**src/rtl/mem_pkg.sv**
```systemverilog
// mem_pkg: shared constants and types for the halfword RAM adapter
// Contents:
//   DEF_RAM_ADDR_W / DEF_RAM_DATA_W  default RAM geometry (256 x 16)
//   SIZE_BYTE / SIZE_HALF / SIZE_WORD  req_size encodings (2'b11 reserved)
//   adapter_state_e                    adapter FSM states
package mem_pkg;
    localparam int DEF_RAM_ADDR_W = 8;
    localparam int DEF_RAM_DATA_W = 16;
    localparam logic [1:0] SIZE_BYTE = 2'b00;
    localparam logic [1:0] SIZE_HALF = 2'b01;
    localparam logic [1:0] SIZE_WORD = 2'b10;
    typedef enum logic {IDLE, WR_HI} adapter_state_e;
endpackage

```
**src/rtl/mem_load_align.sv**
```systemverilog
// mem_load_align: load lane select and sign/zero extension to 32 bits
// Ports:
//   data_i      {ram_out_ii, ram_out_i}, the two halfwords at h+1 and h
//   size_i      request size; size_i[1] set means word (covers reserved 11)
//   lane_i      byte lane within the halfword (byte address bit 0)
//   unsigned_i  1 = zero-extend, 0 = sign-extend
//   result_o    aligned, extended load result
module mem_load_align
    import mem_pkg::*;
(
    input  logic [31:0] data_i,
    input  logic [1:0]  size_i,
    input  logic        lane_i,
    input  logic        unsigned_i,
    output logic [31:0] result_o
);
    logic [7:0] b;
    assign b = lane_i ? data_i[15:8] : data_i[7:0];
    assign result_o = size_i[1] ? data_i :
                      size_i == SIZE_HALF ? {{16{~unsigned_i & data_i[15]}}, data_i[15:0]} :
                      {{24{~unsigned_i & b[7]}}, b};
endmodule

```
**src/rtl/mem_word_adapter.sv**
```systemverilog
// mem_word_adapter: 32-bit byte-addressed load/store port onto a 16-bit halfword RAM
// Optional feature macro: MEM_ACCESS_FAULT_EN (misaligned half/word and size 11 fault
// with rsp_err instead of being force-aligned).
// Ports:
//   CLK, RST                    clock, asynchronous active-high reset
//   req_valid/req_ready         request handshake; ready only in IDLE
//   req_we, req_size            store flag, size (00 byte, 01 half, 10 word)
//   req_unsigned                zero-extend loads when set
//   req_addr, req_wdata         byte address, LSB-aligned store data
//   rsp_valid/rsp_rdata/rsp_err one-cycle completion, load data, fault flag
//   ram_read_i/ram_read_ii      async read addresses h and h+1
//   ram_out_i/ram_out_ii        async read data
//   ram_write_addr/_data, ram_we  RAM write port
module mem_word_adapter
    import mem_pkg::*;
#(
    parameter int RAM_ADDR_W  = DEF_RAM_ADDR_W,
    parameter int RAM_DATA_W  = DEF_RAM_DATA_W,
    parameter int BYTE_ADDR_W = RAM_ADDR_W + 1
) (
    input  logic                   CLK,
    input  logic                   RST,
    input  logic                   req_valid,
    output logic                   req_ready,
    input  logic                   req_we,
    input  logic [1:0]             req_size,
    input  logic                   req_unsigned,
    input  logic [BYTE_ADDR_W-1:0] req_addr,
    input  logic [31:0]            req_wdata,
    output logic                   rsp_valid,
    output logic [31:0]            rsp_rdata,
    output logic                   rsp_err,
    output logic [RAM_ADDR_W-1:0]  ram_read_i,
    output logic [RAM_ADDR_W-1:0]  ram_read_ii,
    input  logic [RAM_DATA_W-1:0]  ram_out_i,
    input  logic [RAM_DATA_W-1:0]  ram_out_ii,
    output logic [RAM_ADDR_W-1:0]  ram_write_addr,
    output logic [RAM_DATA_W-1:0]  ram_write_data,
    output logic                   ram_we
);
    adapter_state_e        state_q, state_d;
    logic [RAM_ADDR_W-1:0] h, h_eff, hi_addr_q;
    logic [RAM_DATA_W-1:0] hi_data_q;
    logic                  is_word, fault, accept, word_st, in_hi;
    logic [31:0]           load_data, rsp_rdata_d;
    logic                  rsp_valid_d, rsp_err_d;

    assign h       = req_addr[BYTE_ADDR_W-1:1];
    assign is_word = req_size[1];
    // Word accesses always use an even halfword pair; without fault checking this
    // is what silently aligns a misaligned word.
    assign h_eff   = is_word ? {h[RAM_ADDR_W-1:1], 1'b0} : h;

`ifdef MEM_ACCESS_FAULT_EN
    assign fault = (req_size == SIZE_HALF && req_addr[0]) ||
                   (req_size == SIZE_WORD && req_addr[1:0] != 2'b00) ||
                   req_size == 2'b11;
`else
    assign fault = 1'b0;
`endif

    assign in_hi       = state_q == WR_HI;
    assign req_ready   = state_q == IDLE;
    assign accept      = req_valid & req_ready;
    assign word_st     = accept & req_we & is_word & ~fault;
    assign ram_read_i  = h_eff;
    assign ram_read_ii = h_eff + 1'b1;

    mem_load_align u_align (
        .data_i     ({ram_out_ii, ram_out_i}),
        .size_i     (req_size),
        .lane_i     (req_addr[0]),
        .unsigned_i (req_unsigned),
        .result_o   (load_data)
    );

    assign ram_we         = ~RST & (in_hi | (accept & req_we & ~fault));
    assign ram_write_addr = in_hi ? hi_addr_q : h_eff;
    // Byte store merges into the pre-write halfword seen on the async read port.
    assign ram_write_data = in_hi ? hi_data_q :
                            req_size == SIZE_BYTE ?
                                (req_addr[0] ? {req_wdata[7:0], ram_out_i[7:0]}
                                             : {ram_out_i[15:8], req_wdata[7:0]}) :
                            req_wdata[15:0];

    always_comb begin
        state_d     = word_st ? WR_HI : IDLE;
        rsp_valid_d = in_hi | (accept & ~word_st);
        rsp_rdata_d = rsp_valid_d ? ((accept & ~req_we & ~fault) ? load_data : 32'h0) : rsp_rdata;
        rsp_err_d   = accept & fault;
    end

    always_ff @(posedge CLK or posedge RST) begin
        if (RST) begin
            state_q   <= IDLE;
            rsp_valid <= 1'b0;
            rsp_rdata <= 32'h0;
            rsp_err   <= 1'b0;
            hi_addr_q <= '0;
            hi_data_q <= '0;
        end else begin
            state_q   <= state_d;
            rsp_valid <= rsp_valid_d;
            rsp_rdata <= rsp_rdata_d;
            rsp_err   <= rsp_err_d;
            if (word_st) begin
                hi_addr_q <= ram_read_ii;
                hi_data_q <= req_wdata[31:16];
            end
        end
    end
endmodule

```
**config.mk**
```make
export PLATFORM = sky130hd
export DESIGN_NAME = mem_word_adapter
export DESIGN_NICKNAME = d
export VERILOG_FILES = /design/src/rtl/mem_pkg.sv /design/src/rtl/mem_load_align.sv /design/src/rtl/mem_word_adapter.sv
export SDC_FILE = /design/constraint.sdc
export NUM_CORES = 1
export LEC_CHECK = 0
export ABC_CLOCK_PERIOD_IN_PS = 1700
export BUFFER_PORTS_ARGS = -buffer_cell sky130_fd_sc_hd__buf_2
export CAP_MARGIN = 10
export CORE_UTILIZATION = 41
export DETAILED_ROUTE_END_ITERATION = 6
export PLACE_DENSITY_LB_ADDON = 0.08
export SLEW_MARGIN = 20
export SYNTH_ARGS = -nofsm -noshare
export SYNTH_HDL_FRONTEND = slang
export SYNTH_SLANG_ARGS = --single-unit
export TNS_END_PERCENT = 1
```
**constraint.sdc**
```tcl
create_clock -name CLK -period 1.7 [get_ports CLK]
set_input_delay 0.255 -clock CLK [delete_from_list [all_inputs] [get_ports CLK]]
set_output_delay 0.255 -clock CLK [all_outputs]
set_load 0.01 [all_outputs]
```
Yosys cells after proc, flatten, opt, wreduce, memory -nomap -nowiden
Cells that the tools add are included.
{"block": "op_classes", "add_sub_neg": 1, "eq_ne": 1, "n_mux": 10, "bitwise_logic": 15, "n_reduce_logical": 1}
{"op": "32-bit two-way mux", "n": 3}
{"op": "16-bit two-way mux", "n": 3}
{"op": "8-bit two-way mux", "n": 2}
{"op": "8-bit by 1-bit adder with 8-bit output (second input constant)", "n": 1}
{"op": "1-bit bitwise AND", "n": 8}
{"op": "1-bit NOT", "n": 5}
{"op": "2-bit by 1-bit equality test with 1-bit output (second input constant)", "n": 1}
{"op": "2-bit logical NOT", "n": 1}
{"op": "1-bit two-way mux", "n": 2}
{"op": "1-bit OR", "n": 2}
{"block": "word_totals", "ff_bits": 58, "inputBits": 80, "out_inout_bits": 76, "wordCells": 33}

Longest topological paths before layout
{"block": "depth", "word_depth": 7, "mapped_depth": 8, "depth_no_buf": 7}

Modules after synthesis
Synthesis repeated with hierarchy kept, for this count alone.
{"block": "hier_totals", "cells_unflattened": 339, "area_unflattened_um2": 3200.6}
{"module": "mem_word_adapter", "n_inst": 1, "cells_each": 279, "area_each_um2": 2824.0, "seq_area_each_um2": 1451.4}
{"module": "mem_load_align", "n_inst": 1, "cells_each": 60, "area_each_um2": 376.6, "seq_area_each_um2": 0.0}

Least setup slack after synthesis
Ideal clock, no wire load.
{"block": "synth_path", "kind": "input port to output port", "start": "input req_size[1]", "end": "output ram_write_data[10]", "arrival_ns": 1.391, "required_ns": 1.445, "setup_slack_ns": 0.054, "cell_stages": 5, "n_path_buf": 2, "cell_sequence": "buf_2 -> nor2_1 -> buf_2 -> mux2i_1 -> o21ai_0"}
{"block": "synth_between", "elab_chain_len": 3}
{"item": "start: declaration", "line_no": "mem_word_adapter.sv:26", "source": "input logic [1:0] req_size,"}
{"item": "2-bit logical NOT", "line_no": "mem_word_adapter.sv:81", "source": "req_size == SIZE_BYTE ?"}
{"item": "16-bit two-way mux", "line_no": "mem_word_adapter.sv:81"}
{"item": "16-bit two-way mux", "line_no": "mem_word_adapter.sv:80", "source": "assign ram_write_data = in_hi ? hi_data_q :"}
{"item": "end: declaration", "line_no": "mem_word_adapter.sv:38", "source": "output logic [RAM_DATA_W-1:0] ram_write_data,"}
No other way between the ends.

Worst setup path in the final report
{"block": "layout_path", "start": "register state_q, in the netlist in_hi", "end": "output ram_write_addr[3]"}
{"block": "layout_between", "elab_chain_len": 1}
{"item": "start: declaration", "line_no": "mem_word_adapter.sv:41", "source": "adapter_state_e state_q, state_d;"}
{"item": "start signal: assignment", "line_no": "mem_word_adapter.sv:102", "source": "state_q <= state_d;"}
{"item": "8-bit two-way mux", "line_no": "mem_word_adapter.sv:78", "source": "assign ram_write_addr = in_hi ? hi_addr_q : h_eff;"}
{"item": "end: declaration", "line_no": "mem_word_adapter.sv:37", "source": "output logic [RAM_ADDR_W-1:0] ram_write_addr,"}
No other way between the ends.

==> summary.txt <==
Timing
  – Final Hold Fails: 0
  – RSZ-0062 raised after global routing: yes
  – Min cycle time layout: about 1700 ps
  – Slew margin rel.: 0.649
  – Final period util: 0.987
  – Slew at the pin closest to its max-slew limit: 519 ps
  – Clock skew: 4.20 ps
  – FMAX: 0.596 GHz
  – Slew Viols, Final: 0
  – Final setup fails: 0

Synth
  – Synth Warn #: 0
  – Seq/Total Area, Yosys: 0.471
  – Synth top area share: 0.471
  – Cell area after synthesis: 3080 um2
  – Area leader, netlist: dfrtp_1
  – Post-synthesis compound-gate area fraction: 0.161
  – Yosys cell types: 34
  – Syn nets: 388
  – Simple-Gate Fraction of Synth Area: 0.151
  – Post-Synth Adder-Cell Area: 0.00406
  – Largest family of logic cells by synthesized area: compound AO/OA/AOI/OAI gates
  – Syn_area_per_cell: 10.0 um2
  – Cells after Synth: 307
  – Mux share of post-synthesis cell area: 0.136
  – Top cells by area, synth: dfrtp_1 (47%), nand2_1 (10%), mux2i_1 (7.8%)
  – #FFs+latches synth: 58
  – XOR/XNOR Fraction of Synth Area: 0.0170

Critical path
  – CP Capture Type: output port
  – CP max FO: 26
  – Required @ worst endpoint: roughly 1400 ps
  – Crit Path Class: reg -> out
  – Critical path arrival: 1420 ps
  – Startpoint types: flip-flop

Clock network
  – Clock sinks: 58
  – H-tree depth: 3
  – Worst-path clk slew: 70 ps
  – TritonCTS clock tree: done
  – Longest Clk Path Bufs: 2
  – Clk Latency, worst-skew pair: 330 ps
  – Post-CTS Setup Repair Bufs: 0
  – Root buffer cell: clkbuf_8
  – TritonCTS buffer count: 9

Routing
  – DR DRC count: 0
  – Vias after detailed routing: between 2,000 and 3,000
  – DR iter-0 viols: 117
  – Average wire per standard cell: between 15 and 20 um
  – Vias per cell: 4.94
  – Antenna Nets Post-Route: 0
  – First-pass DRT Iterations: 4
  – Total wire length: 8610 um

Finish
  – Nets@finish: 544
  – Area Growth Syn to Fin: 39.6%
  – Commonest cells after routing, fill and taps aside: buf_2 (153), nand2_1 (83), dfrtp_1 (58), mux2i_1 (24), o21ai_0 (18)
  – Final instance area: 4310 um2
  – FF/Latch Area: around 1500 um2
  – Layout cell share with drive strength beyond 1: 0.500
  – Commonest non-fill, non-tap cell in the layout: buf_2
  – Fill count: 669
  – Footprint of the multi-input gates: 1480 um2

Place
  – Detailed placement HPWL: 6440 um
  – Post-DP Area: 4010 um2
  – I/O Buffers: 154
  – Final GP Congestion: around 0.84

Die
  – Starting Density: 0.425
  – FP Rows: 31
  – Die X-Extent: 88.7 um
  – Core area: approximately 7300 um2
  – Die area: 7870 um2
  – I/O pins: ~160
  – Die H: approximately 89 um

Global route
  – Vias in the first global route: 2,660
  – Initial antenna violation count: 0
  – First-pass GRT wire length: about 13,000 um
  – Largest net degree at the start of global routing: 59
  – Total grt overflow: 0
  – Gr usage total: 0.231

Status
  – Status: completed

Hold path
  – Worst hold-check path type: in -> reg

Power and ir drop
  – Max VDD drop: 0.000414 V
  – PwrDens: 955 nW/um2
  – Final Power: 4.11 mW
  – Leakage: 2.22 nW

Flow run
  – Max_cap viols: 0
[what timing repair did]
action | CTS | global route
gates resized for setup | 3 | 7
endpoints found under the setup margin | 8 | 25
endpoints found under the hold margin | 24 | 0
hold buffers | 1 | 0
[worst max-delay path, cell delays in order (launching register included)]
cell     delay [ps]
dfrtp_1         420
buf_12          190
mux2_2          340
buf_2           140
[cells in the mapped netlist]
library cell,instances
a2111oi_4,1
a211oi_4,1
a21oi_1,2
a221o_1,1
a221o_2,15
a22o_1,7
buf_2,7
buf_4,9
buf_6,1
clkbuf_1,11
conb_1,1
dfrtp_1,58
ha_1,1
inv_1,7
mux2_2,16
mux2i_1,24
nand2_1,83
nand2b_1,1
nand3_1,3
nand4b_1,2
nor2_1,5
nor3_1,2
nor3b_1,1
nor4b_1,1
o211ai_1,1
o21ai_0,19
o21bai_1,1
o2bb2ai_1,10
or2_2,7
or3b_1,1
or3b_4,1
or4_1,1
xnor2_1,3
xor2_1,3
[cell families after synthesis]
logic type | count (synthesis)
simple gates | 108
compound gates | 58
flops | 58
mux | 40
buf+inv | 35
xor+xnor | 6
fa+ha+maj | 1
other cells | 1
[state kept, by name (all words and copies together), names as in the netlist]
register and cells:
in_hi 1, hi_addr_q 8, rsp_valid 1, hi_data_q 16, rsp_rdata 32
[final cells by class]
| cell class | instances | share of cell area |
|---|---|---|
| antenna | 1 | 0.000581 |
| clock buffer | 12 | 0.0360 |
| clock inverter | 4 | 0.0227 |
| inverter | 7 | 0.00610 |
| multi-input combinational | 214 | 0.344 |
| sequential | 58 | 0.337 |
| tap | 99 | 0.0288 |
| timing repair buffer | 173 | 0.225 |
[where the power goes]
part	internal, mW	leakage (nW)	total (mW)	switching (mW)
sequential	1.56	0.741	1.65	0.0937
combinational	0.405	1.35	0.844	0.439
clock	1.05	0.123	1.61	0.557
[routing by layer]
layer / wire (um) / track usage / part of all wire / up-vias
met1: 3790 / 0.291 / 0.44 / 1307
met5: 0 / 0 / 0 / -
li1: - / - / - / 1384
met2: 4160 / 0.376 / 0.48 / 102
met3: 500 / 0.0569 / 0.058 / 14
met4: 158 / 0.104 / 0.018 / 0
[worst paths after layout]
path	end	start	slack (ps)	depth (start not counted)
setup / recovery	ram_write_addr[3]	in_hi	20	3
setup reg to reg	rsp_rdata[16]	in_hi	170	4
hold / removal	hi_data_q[11]	req_wdata[27]	110	3
max in group asynchronous	rsp_rdata[28]	RST	880	4
hold reg to reg	hi_addr_q[2]	hi_addr_q[2]	470	2
min in group asynchronous	hi_addr_q[7]	RST	530	4
[through the flow]
stage / setup TNS [ps] / std cells / utilization / setup slack, ps / hold slack [ps]
2_1_floorplan: 0 / 307 / - / 17.0 / 360
3_3_place_gp: 0 / 550 / 0.552 / 1.62 / 354
3_5_place_dp: -55.6 / 550 / 0.552 / -33.1 / 352
4_1_cts: 0 / 567 / 0.590 / 10.0 / 96.2
5_1_grt: -153 / 567 / 0.593 / -34.1 / 96.6
6_report: 0 / 568 / 0.594 / 22.4 / 106
No activity file was read; power rests on OpenSTA's default activity.
